### src/rtl/mem_stage_if.sv
// rtl/mem_stage_if.sv - data-memory request/acknowledge bus for the MEM stage
interface mem_stage_if;
  logic        dmemReq;
  logic        dmemWe;
  logic [31:0] dmemAddr;
  logic [31:0] dmemWdata;
  logic [3:0]  dmemBe;
  logic        dmemAck;
  logic [31:0] dmemRdata;

  modport master (
    output dmemReq, dmemWe, dmemAddr, dmemWdata, dmemBe,
    input  dmemAck, dmemRdata
  );

  modport slave (
    input  dmemReq, dmemWe, dmemAddr, dmemWdata, dmemBe,
    output dmemAck, dmemRdata
  );
endinterface

### src/rtl/mem_stage.sv
// rtl/mem_stage.sv - MEM pipeline stage: EX/MEM and MEM/WB registers, aligned single-outstanding data access
module mem_stage #(
  parameter int TIMEOUT = 16
) (
  input  logic        i_clk,
  input  logic        i_rst,
  input  logic        i_valid,
  input  logic        i_flush,
  input  logic        i_memRead,
  input  logic        i_memWrite,
  input  logic        i_regWrite,
  input  logic [2:0]  i_funct3,
  input  logic [4:0]  i_rdAddr,
  input  logic [31:0] i_aluOut,
  input  logic [31:0] i_rs2FwdOut,
  mem_stage_if.master dmem,
  output logic        o_stall,
  output logic [31:0] o_MEM_rd,
  output logic [4:0]  o_MEM_rdAddr,
  output logic        o_MEM_regWrite,
  output logic [31:0] o_WB_rd,
  output logic [4:0]  o_WB_rdAddr,
  output logic        o_WB_regWrite,
  output logic        o_misaligned,
  output logic        o_busErr
);
  localparam logic [0:0] IDLE = 1'b0;
  localparam logic [0:0] REQ  = 1'b1;
  localparam int CW = (TIMEOUT > 1) ? $clog2(TIMEOUT) : 1;
  localparam logic [CW-1:0] CNT_LAST = CW'(TIMEOUT - 1);

  logic          exValid, exRead, exWrite, exRegWrite;
  logic [2:0]    exFunct3;
  logic [4:0]    exRdAddr;
  logic [31:0]   exAddr, exRs2;
  logic [0:0]    state;
  logic [CW-1:0] cnt;
  logic [31:0]   wbRd;
  logic [4:0]    wbRdAddr;
  logic          wbRegWrite, misPulse, busErrPulse;

  logic [1:0]    size, lo;
  logic          isMem, misaligned, needAccess, timeoutHit;
  logic [7:0]    ldByte;
  logic [15:0]   ldHalf;
  logic [31:0]   loadData, storeData;
  logic [3:0]    laneBe;

  assign size  = exFunct3[1:0];
  assign lo    = exAddr[1:0];
  assign isMem = exRead | exWrite;

  // size 10 and 11 are both word accesses, so size[1] alone selects word alignment
  assign misaligned = exValid & isMem &
                      (((size == 2'b01) & lo[0]) | (size[1] & (lo != 2'b00)));
  assign needAccess = exValid & isMem & !misaligned;
  assign timeoutHit = (state == REQ) && (cnt == CNT_LAST);

  assign dmem.dmemReq   = needAccess & !timeoutHit;
  assign dmem.dmemWe    = dmem.dmemReq & exWrite;
  assign dmem.dmemAddr  = {exAddr[31:2], 2'b00};
  assign dmem.dmemWdata = storeData;
  assign dmem.dmemBe    = dmem.dmemReq ? laneBe : 4'b0000;
  assign o_stall        = dmem.dmemReq & !dmem.dmemAck;

  always_comb begin
    ldByte = dmem.dmemRdata[7:0];
    case (lo)
      2'b01:   ldByte = dmem.dmemRdata[15:8];
      2'b10:   ldByte = dmem.dmemRdata[23:16];
      2'b11:   ldByte = dmem.dmemRdata[31:24];
      default: ldByte = dmem.dmemRdata[7:0];
    endcase
    ldHalf = lo[1] ? dmem.dmemRdata[31:16] : dmem.dmemRdata[15:0];
    case (size)
      2'b00:   loadData = {{24{!exFunct3[2] & ldByte[7]}}, ldByte};
      2'b01:   loadData = {{16{!exFunct3[2] & ldHalf[15]}}, ldHalf};
      default: loadData = dmem.dmemRdata;
    endcase
  end

  always_comb begin
    case (size)
      2'b00: begin
        storeData = {4{exRs2[7:0]}};
        laneBe    = 4'b0001 << lo;
      end
      2'b01: begin
        storeData = {2{exRs2[15:0]}};
        laneBe    = lo[1] ? 4'b1100 : 4'b0011;
      end
      default: begin
        storeData = exRs2;
        laneBe    = 4'b1111;
      end
    endcase
  end

  always_ff @(posedge i_clk) begin
    if (i_rst) begin
      exValid     <= 1'b0;
      exRead      <= 1'b0;
      exWrite     <= 1'b0;
      exRegWrite  <= 1'b0;
      exFunct3    <= 3'b000;
      exRdAddr    <= 5'd0;
      exAddr      <= 32'd0;
      exRs2       <= 32'd0;
      wbRd        <= 32'd0;
      wbRdAddr    <= 5'd0;
      wbRegWrite  <= 1'b0;
      misPulse    <= 1'b0;
      busErrPulse <= 1'b0;
      state       <= IDLE;
      cnt         <= '0;
    end else begin
      if (!o_stall) begin
        exValid    <= i_valid & !i_flush;
        exRead     <= i_memRead;
        exWrite    <= i_memWrite;
        exRegWrite <= i_regWrite;
        exFunct3   <= i_funct3;
        exRdAddr   <= i_rdAddr;
        exAddr     <= i_aluOut;
        exRs2      <= i_rs2FwdOut;
        wbRd       <= exRead ? loadData : exAddr;
        wbRdAddr   <= exRdAddr;
        wbRegWrite <= exValid & exRegWrite & !misaligned & !timeoutHit;
      end
      // pulses are computed outside the hold so they cannot stick high across a later stall
      misPulse    <= !o_stall & misaligned;
      busErrPulse <= timeoutHit;

      if (state == IDLE)
        state <= (dmem.dmemReq & !dmem.dmemAck) ? REQ : IDLE;
      else if (dmem.dmemAck | timeoutHit)
        state <= IDLE;

      if ((state == REQ) && !dmem.dmemAck && !timeoutHit)
        cnt <= cnt + CW'(1);
      else
        cnt <= '0;
    end
  end

  assign o_MEM_rd       = exAddr;
  assign o_MEM_rdAddr   = exRdAddr;
  assign o_MEM_regWrite = exValid & exRegWrite;
  assign o_WB_rd        = wbRd;
  assign o_WB_rdAddr    = wbRdAddr;
  assign o_WB_regWrite  = wbRegWrite;
  assign o_misaligned   = misPulse;
  assign o_busErr       = busErrPulse;
endmodule

### src/flat_wrapper.sv
// flat-port wrapper written by rule: the top's interface ports become plain ports
module mem_stage_flat 
#(
  parameter int TIMEOUT = 16
)
  (i_clk, i_rst, i_valid, i_flush, i_memRead, i_memWrite, i_regWrite, i_funct3, i_rdAddr, i_aluOut, i_rs2FwdOut, o_stall, o_MEM_rd, o_MEM_rdAddr, o_MEM_regWrite, o_WB_rd, o_WB_rdAddr, o_WB_regWrite, o_misaligned, o_busErr, dmem_dmemReq, dmem_dmemWe, dmem_dmemAddr, dmem_dmemWdata, dmem_dmemBe, dmem_dmemAck, dmem_dmemRdata);
  mem_stage_if dmem_i ();
  input  logic i_clk;
  input  logic i_rst;
  input  logic i_valid;
  input  logic i_flush;
  input  logic i_memRead;
  input  logic i_memWrite;
  input  logic i_regWrite;
  input  logic [2:0] i_funct3;
  input  logic [4:0] i_rdAddr;
  input  logic [31:0] i_aluOut;
  input  logic [31:0] i_rs2FwdOut;
  output logic o_stall;
  output logic [31:0] o_MEM_rd;
  output logic [4:0] o_MEM_rdAddr;
  output logic o_MEM_regWrite;
  output logic [31:0] o_WB_rd;
  output logic [4:0] o_WB_rdAddr;
  output logic o_WB_regWrite;
  output logic o_misaligned;
  output logic o_busErr;
  output wire logic [$bits(dmem_i.dmemReq)-1:0] dmem_dmemReq;
  output wire logic [$bits(dmem_i.dmemWe)-1:0] dmem_dmemWe;
  output wire logic [$bits(dmem_i.dmemAddr)-1:0] dmem_dmemAddr;
  output wire logic [$bits(dmem_i.dmemWdata)-1:0] dmem_dmemWdata;
  output wire logic [$bits(dmem_i.dmemBe)-1:0] dmem_dmemBe;
  input wire logic [$bits(dmem_i.dmemAck)-1:0] dmem_dmemAck;
  input wire logic [$bits(dmem_i.dmemRdata)-1:0] dmem_dmemRdata;
  assign dmem_dmemReq = dmem_i.dmemReq;
  assign dmem_dmemWe = dmem_i.dmemWe;
  assign dmem_dmemAddr = dmem_i.dmemAddr;
  assign dmem_dmemWdata = dmem_i.dmemWdata;
  assign dmem_dmemBe = dmem_i.dmemBe;
  assign dmem_i.dmemAck = dmem_dmemAck;
  assign dmem_i.dmemRdata = dmem_dmemRdata;
  mem_stage #(.TIMEOUT(TIMEOUT)) u_core (.i_clk(i_clk), .i_rst(i_rst), .i_valid(i_valid), .i_flush(i_flush), .i_memRead(i_memRead), .i_memWrite(i_memWrite), .i_regWrite(i_regWrite), .i_funct3(i_funct3), .i_rdAddr(i_rdAddr), .i_aluOut(i_aluOut), .i_rs2FwdOut(i_rs2FwdOut), .dmem(dmem_i), .o_stall(o_stall), .o_MEM_rd(o_MEM_rd), .o_MEM_rdAddr(o_MEM_rdAddr), .o_MEM_regWrite(o_MEM_regWrite), .o_WB_rd(o_WB_rd), .o_WB_rdAddr(o_WB_rdAddr), .o_WB_regWrite(o_WB_regWrite), .o_misaligned(o_misaligned), .o_busErr(o_busErr));
endmodule
### config.mk
export PLATFORM = sky130hd
export DESIGN_NAME = mem_stage_flat
export DESIGN_NICKNAME = d
export VERILOG_FILES = /design/src/rtl/mem_stage_if.sv /design/src/rtl/mem_stage.sv /design/src/flat_wrapper.sv
export SDC_FILE = /design/constraint.sdc
export NUM_CORES = 1
export LEC_CHECK = 0
export BUFFER_PORTS_ARGS = -buffer_cell sky130_fd_sc_hd__buf_2
export CORE_MARGIN = 2
export CORE_UTILIZATION = 44
export CTS_BUF_LIST = sky130_fd_sc_hd__clkbuf_2
export DETAILED_ROUTE_END_ITERATION = 16
export HOLD_SLACK_MARGIN = 0.03
export MAX_ROUTING_LAYER = met4
export PLACE_DENSITY = 0.79
export SLEW_MARGIN = 10
export SYNTH_ARGS = -nofsm -noshare
export SYNTH_HDL_FRONTEND = slang
export SYNTH_SLANG_ARGS = --single-unit
### constraint.sdc
create_clock -name i_clk -period 1.8 [get_ports i_clk]
set_input_delay 0.09 -clock i_clk [delete_from_list [all_inputs] [get_ports i_clk]]
set_output_delay 0.09 -clock i_clk [all_outputs]
set_load 0.02 [all_outputs]
==> results.md, run 1 <==
* Initial antenna violation count at 1
* Mean area per synthesized cell at 7.978 um^2
* DRT Pass-1 Iters at 5
* Top FF cell, synth: dfxtp_1
* Synth area leader: dfxtp_1
* Final WL at 26,320 um
* Final setup violation count at between 100 and 150
* Total GRT Usage at 33.05%
* Cell area power density at between 600 and 700 mW/mm^2
* Max-slew violations at 0
* Chip Width at roughly 120 um
* Cell breakdown of the critical path: ha_4 > nand4_1 > nand4_4 > or2_4 > inv_8 > buf_12 > buf_8
* Critical Path AT at around 2100 ps
* F_max at 467.7 MHz
* Sequential area share after synthesis at 41.42%
* Setup TNS at -12,980 ps
* Clk buf depth at 2
* PnR worst setup slack at -338.0 ps
* WHS at roughly 150 ps
* Async S/R FF share, synth at 0%
* Layout net count at about 1,200
* Synth Cell Area at 0.005848 mm^2
* Cts bufs inserted at 17
* Min-delay worst type: input pin to flip-flop
* Status: complete, but fails checks
* Iter 0 DRT Violations at 775
* Row count at 42
* Crit-path max FO at 2
* Vias in the first global route at 6,799
* Synth Register Bits at between 100 and 150
* Starting Density at 44.69%
* Core area at roughly 0.013 mm^2
* Critical path buffers and inverters at 3
* H-tree levels at 4
* I/O pin cnt at 261
* Drt drc at 0
* Syn Inst Count at 733
* Critical path's top delay family: simple AND/OR/NAND/NOR gates
* Detailed-route wire length per cell at 20.50 um
* Die height at 119.3 um
* Crit path largest cell delay at roughly 380 ps
* Root buffer cell: clkbuf_2
* Largest net degree at the start of global routing at 39
* DIE AREA at 0.01423 mm^2
* Crit path kind: flip-flop to output port
* Antenna-violating nets left at 0
* Max cap viols at 0
* GRT Residual Overflow at 0
* Crit path max-delay cell type: dfxtp_2
* RSZ-0062 raised after global routing: true
* First-pass GRT wire length at 35,660 um
* Vias at 7,180
* Worst setup SP type: flip-flop
* Synth top area share at 41.42%
* Synth area leaders: dfxtp_1 41%, nand2_1 13%, a21oi_1 9.8%
* Worst-path clk slew at 190 ps
* Count leader, synth: nand2_1
* Layout Skew at 21.19 ps
* Clock tree from TritonCTS: built
* Critical Path End Type: output port
* CTS Sinks at 121
* GPL Wtd Cong at 0.8827
* DP Wirelength at 13,030 um
* Failing checks: setup timing
* Required time of the critical path at 1710 ps
* Proportion of layout cells with a drive suffix above 1 at around 40%
* P_leak at about 4.5 nW
* Distinct cell type count after synthesis at 45
* Worst-Skew Late Latency at 710 ps
* Syn-to-layout area delta at 65.60%
* Yosys Warn Count at 0
* FF-to-FF setup slack at -180 ps
* Post-synth EDFFs at 0
* Vias per cell at 5.592
* VDD IR max at about 500 uV
* Fin. Hold Viols at 0
* Input/output buffers at 258
* Tcrit/Tclk final at 118.8%
* Top cells by count, synth: 201 x nand2_1, 121 x dfxtp_1, 114 x a21oi_1
* Min cycle time layout at 2138 ps
-- cell usage in the layout, fill, tap and decap left out, types with 8 or more instances in the layout --
| cell | n |
|---|---|
| buf_2 | 228 |
| nand2_1 | 197 |
| dfxtp_1 | 114 |
| dlygate4sd3_1 | 112 |
| a21oi_1 | 92 |
| buf_6 | 35 |
| buf_4 | 34 |
| a21oi_2 | 23 |
| nor2_1 | 22 |
| clkbuf_2 | 20 |
| and2_1 | 19 |
| mux2_4 | 16 |
| o221ai_1 | 15 |
| buf_12 | 11 |
| mux2i_1 | 9 |
| nand2b_1 | 9 |
| clkbuf_16 | 9 |
| o21ai_0 | 8 |
| a22oi_1 | 8 |
-- sequential cells by signal (all words and copies together), names as in the netlist --
| register | count |
|---|---|
| u_core.exRs2 | 32 |
| u_core.o_MEM_rd | 32 |
| u_core.o_WB_rd | 32 |
| u_core.o_MEM_rdAddr | 5 |
| u_core.o_WB_rdAddr | 5 |
| u_core.cnt | 4 |
| u_core.exFunct3 | 3 |
| u_core.exRead | 1 |
| u_core.exRegWrite | 1 |
| u_core.exValid | 1 |
| u_core.exWrite | 1 |
| u_core.o_WB_regWrite | 1 |
| u_core.o_busErr | 1 |
| u_core.o_misaligned | 1 |
| u_core.state | 1 |
-- power breakdown --
part           switching [mW]  internal, mW
Sequential              0.153          2.84
Combinational           0.902         0.827
Clock                    1.03         0.762
-- layout make-up --
| type | instances | area (um^2) |
|---|---|---|
| fillers | 873 | 3401 |
| multi-input cells | 506 | 3104 |
| clock buffers | 20 | 100.1 |
| diodes | 1 | 2.502 |
| clock inverters | 12 | 131.4 |
| flip-flops and latches | 121 | 2439 |
| repair buffers | 442 | 3655 |
| inverters | 6 | 32.53 |
| well taps | 176 | 220.2 |
-- final timing paths --
check,depth (start not counted),end,from
max,7,o_stall,u_core.cnt[1]
min,4,u_core.o_MEM_rd[5],i_aluOut[5]
max reg2reg,11,u_core.o_WB_rd[25],u_core.cnt[1]
min reg2reg,2,u_core.o_WB_rd[28],u_core.o_WB_rd[28]
-- worst reg2reg max path, delay by kind of cell, from the launching register on --
kind | cells | cell delay [ps]
fa+ha+maj | 1 | 160
simple gates | 4 | 630
buf+inv | 5 | 600
flops | 1 | 380
compound gates | 1 | 160
-- logic make-up (layout without fill, tap and decap cells) --
| family | Yosys count | after routing | share of synthesized area, % |
|---|---|---|---|
| xor gates and xnor gates | 3 | 3 | 0.4494 |
| AOI/OAI and AO/OA | 194 | 194 | 20.48 |
| DFF | 121 | 121 | 41.42 |
| muxes | 33 | 33 | 6.418 |
| buffers and inverters | 107 | 480 | 11.47 |
| other | 1 | 3 | 0.06412 |
| and+or+nand+nor | 273 | 273 | 19.49 |
| adders and majority gates | 1 | 1 | 0.2139 |
-- per-layer routing --
metal  GRT usage (%)  share of wire (%)  vias to the layer above
met3           8.142                9.3                      125
met4           15.92                5.2                        0
met1           35.69                 36                     3350
li1                -                  -                     3179
met5               -                  0                        -
met2           56.82                 49                      526
-- stage by stage --
step	power, mW	cells	utilization (%)	setup slack [ps]	cell area (um^2)
after floorplan	3.801	734	-	4.115	5854
after global placement	4.201	1093	53.40	43.67	6988
after detailed placement	4.216	1093	53.40	-24.26	6988
after CTS	6.349	1266	70.03	-375.7	9164
after global routing	6.779	1284	74.01	-469.4	9684
final	6.511	1284	74.01	-338.0	9684
-- repair_timing --
action,in CTS,in global routing
hold buffers,112,0
cloned,8,14
resized for setup,126,67
buffers inserted,21,8
pin swaps,8,7
hold endpoints to repair,121,0
setup endpoints to repair,51,140
Note: power is estimated with default switching activity, not from simulation.
==> inputs of run 2 (changes only) <==
--- a/config.mk
+++ b/config.mk
@@ -7,12 +7,12 @@
 export LEC_CHECK = 0
 export BUFFER_PORTS_ARGS = -buffer_cell sky130_fd_sc_hd__buf_2
 export CORE_MARGIN = 2
-export CORE_UTILIZATION = 44
-export CTS_BUF_LIST = sky130_fd_sc_hd__clkbuf_2
+export CORE_UTILIZATION = 43
 export DETAILED_ROUTE_END_ITERATION = 16
+export GPL_TIMING_DRIVEN = 0
 export HOLD_SLACK_MARGIN = 0.03
 export MAX_ROUTING_LAYER = met4
-export PLACE_DENSITY = 0.79
+export PLACE_DENSITY = 0.78
 export SLEW_MARGIN = 10
 export SYNTH_ARGS = -nofsm -noshare
 export SYNTH_HDL_FRONTEND = slang
==> run 2 against run 1 <==
  * Largest cell class unchanged
  * Highest routed layer unchanged
  * Hold slack got worse by 91 ps
  * Cell count rose by 2.4%
  * Critical path type is now flip-flop to flip-flop
  * Sequential share of layout area fell by 1.5 points
  * The run still ends with setup timing left
  * Via count rose by 2.3%
  * Die area rose by 2.3%
  * First-iteration DRC count rose by 8.9%
  * Clock power rose by 82%
==> results.md, run 2 (synthesized netlist as in run 1, its figures left out) <==
* Root buffer cell: clkbuf_16
* Iter 0 DRT Violations at 844 (+8.9%)
* Final WL at 27,260 um (+3.6%)
* Crit-path max FO at 9 (+7)
* I/O pin cnt at 261 (unchanged)
* Min-delay worst type: input pin to flip-flop
* Cell breakdown of the critical path: o21ai_4 > nand4_4 > or2_1 > buf_6 > inv_8 > buf_12 > buf_16 > buf_12 > buf_8 > nand2_1 > a21oi_1
* Gate power share at 21.8% (-4.8 points)
* F_max at 511.4 MHz (+9.3%)
* DIE AREA at 0.01455 mm^2 (+2.3%)
* Tcrit/Tclk final at 108.6% (-10 points)
* Crit path kind: flip-flop to flip-flop
* Antenna-violating nets left at 0 (unchanged)
* Core Util, Final at 77.45% (+3.4 points)
* Min cycle time layout at 1955 ps (-182.5 ps)
* Setup TNS at -5256 ps (+7726 ps)
* Row count at 42 (unchanged)
* Total GRT Usage at 34.62% (+1.6 points)
* Drt drc at 0 (unchanged)
* VDD IR max at 526.5 uV (+8.2%)
* Max cap viols at 0 (unchanged)
* Proportion of layout cells with a drive suffix above 1 at 49.12% (+8.9 points)
* Syn-to-layout area delta at 75.37%
* Chip Width at 120.6 um (+1.1%)
* Vias in the first global route at 6,888 (+1.3%)
* Most common cell after layout, fill and taps aside: buf_2
* Largest net degree at the start of global routing at 17 (-56%)
* First-pass GRT wire length at 37,450 um (+5.0%)
* Crit path max-delay cell type: dfxtp_4
* Input/output buffers at 257 (-0.39%)
* DRT Pass-1 Iters at 6 (+1)
* Sequential share of power at 37.5% (-8.5 points)
* Layout net count at 1,237 (+2.5%)
* Required time of the critical path at 2140 ps (+430 ps)
* Worst-Margin Slew at 794.7 ps
* Starting Density at 44.16% (-0.53 points)
* Critical Path End Type: flip-flop
* Layout fillers at 864 (-1.0%)
* PnR worst setup slack at -155.4 ps (+182.5 ps)
* Rel. slew slack at 47.02%
* Detailed-route wire length per cell at 20.73 um (+1.1%)
* Total power at 7.996 mW (+23%)
* Critical Path AT at 2290 ps (+240 ps)
* Sw Ratio at 29.17% (-2.8 points)
* P_int at 5.663 mW (+28%)
* Inst Count DP at 1,167 (+6.8%)
* Commonest non-fill, non-tap cells in the layout: 251 x buf_2, 144 x nand2_1, 116 x dfxtp_1, 78 x dlygate4sd3_1, 65 x a21oi_1
* Layout Skew at 11.58 ps (-9.614 ps)
* GRT Residual Overflow at 0 (unchanged)
* Vias at 7,343 (+2.3%)
* H-tree levels at 4 (unchanged)
* Critical path buffers and inverters at 6 (+3)
* Critical path's top delay family: buffers and inverters
* Cell area power density at 779.7 mW/mm^2 (+16%)
* Max-slew violations at 0 (unchanged)
* Clock tree from TritonCTS: built
* Failing checks: setup timing
* Cts bufs inserted at 17 (unchanged)
* Initial antenna violation count at 3 (+2)
* CTS Sinks at 121 (unchanged)
* Core area at 0.01324 mm^2 (+1.2%)
* RSZ-0062 raised after global routing: true
* Crit path largest cell delay at 390 ps (about the same)
* Fin. Hold Viols at 0 (unchanged)
* FF-to-FF setup slack at -160 ps (+20 ps)
* DP Wirelength at 15,660 um (+20%)
* Clock Power Share at 40.7% (+13 points)
* Most used cell, CP: buf_12
* Status: complete, but fails checks
* Worst setup SP type: flip-flop
* Final setup violation count at 96 (-31%)
* Worst-path clk slew at 60 ps (-130 ps)
* Worst-Skew Late Latency at 420 ps (-290 ps)
* P_sw at 2.333 mW (+12%)
* Clk buf depth at 2 (unchanged)
* Final non-filler cell total at 1,315 (+2.4%)
* Die height at 120.6 um (+1.1%)
* GPL Wtd Cong at 0.9066 (+2.7%)
* Vias per cell at 5.584 (-0.14%)
* P_leak at 4.873 nW (+8.6%)
[run 2: worst paths after layout]
| check | start | endpoint | cells after the start |
|---|---|---|---|
| worst min register to register | u_core.exRs2[16] | u_core.exRs2[16] | 2 |
| worst max register to register | u_core.o_MEM_rd[1] | u_core.exRs2[0] | 11 |
| worst min-delay path | dmem_dmemRdata[5] | u_core.o_WB_rd[5] | 3 |
| worst max-delay path | u_core.o_MEM_rd[1] | u_core.exRs2[0] | 11 |
[run 2: cell type report]
class | instances | area [um^2] | share of cell area [%]
diodes | 3 | 7.507 | 0.07320
plain buffers | 97 | 842.1 | 8.210
clock buffers | 23 | 488.0 | 4.758
clock inverters | 8 | 70.07 | 0.6832
inverters | 6 | 30.03 | 0.2928
multi-input cells | 506 | 3383 | 32.99
flip-flops and latches | 121 | 2431 | 23.70
well taps | 176 | 220.2 | 2.147
repair buffers | 375 | 2784 | 27.14
[run 2: power by group through the flow]
| stage | Combinational, mW | Sequential [mW] | Clock, mW |
|---|---|---|---|
| after floorplan | 0.681 | 3.12 | 0 |
| after global placement | 1.29 | 3.01 | 0 |
| after detailed placement | 1.30 | 3.02 | 0 |
| after CTS | 1.59 | 2.96 | 3.24 |
| after global routing | 1.83 | 3.01 | 3.40 |
| final | 1.75 | 3.00 | 3.25 |
[run 2: layer usage]
layer  vias up  wire length, um  global-route usage, %
met3       105             2238                  7.170
met5         -                0                      -
met1      3467            10340                  39.10
met4         0             1281                  17.88
li1       3260                -                      -
met2       511            13400                  57.94
[run 2: worst min-delay path, delay by kind of cell]
kind | cells | cell delay [ps]
buffers and inverters | 1 | 100
AO/OA/AOI/OAI | 2 | 240
[run 2: timing repair]
action | CTS | global route
buffers inserted | 18 | 10
endpoints found under the hold margin | 79 | 0
gates cloned | 13 | 2
pin swaps | 33 | 40
setup endpoints to repair | 144 | 133
hold buffers | 78 | 0
resized for setup | 147 | 150
[run 2: through the flow]
step	hold WS [ps]	cell area (um^2)	setup slack [ps]
4_1_cts	32.94	9739	-165.5
2_1_floorplan	222.9	5854	4.115
6_report	54.83	10260	-155.4
3_3_place_gp	336.4	7361	-436.2
5_1_grt	56.82	10260	-225.2
3_5_place_dp	338.3	7361	-486.0
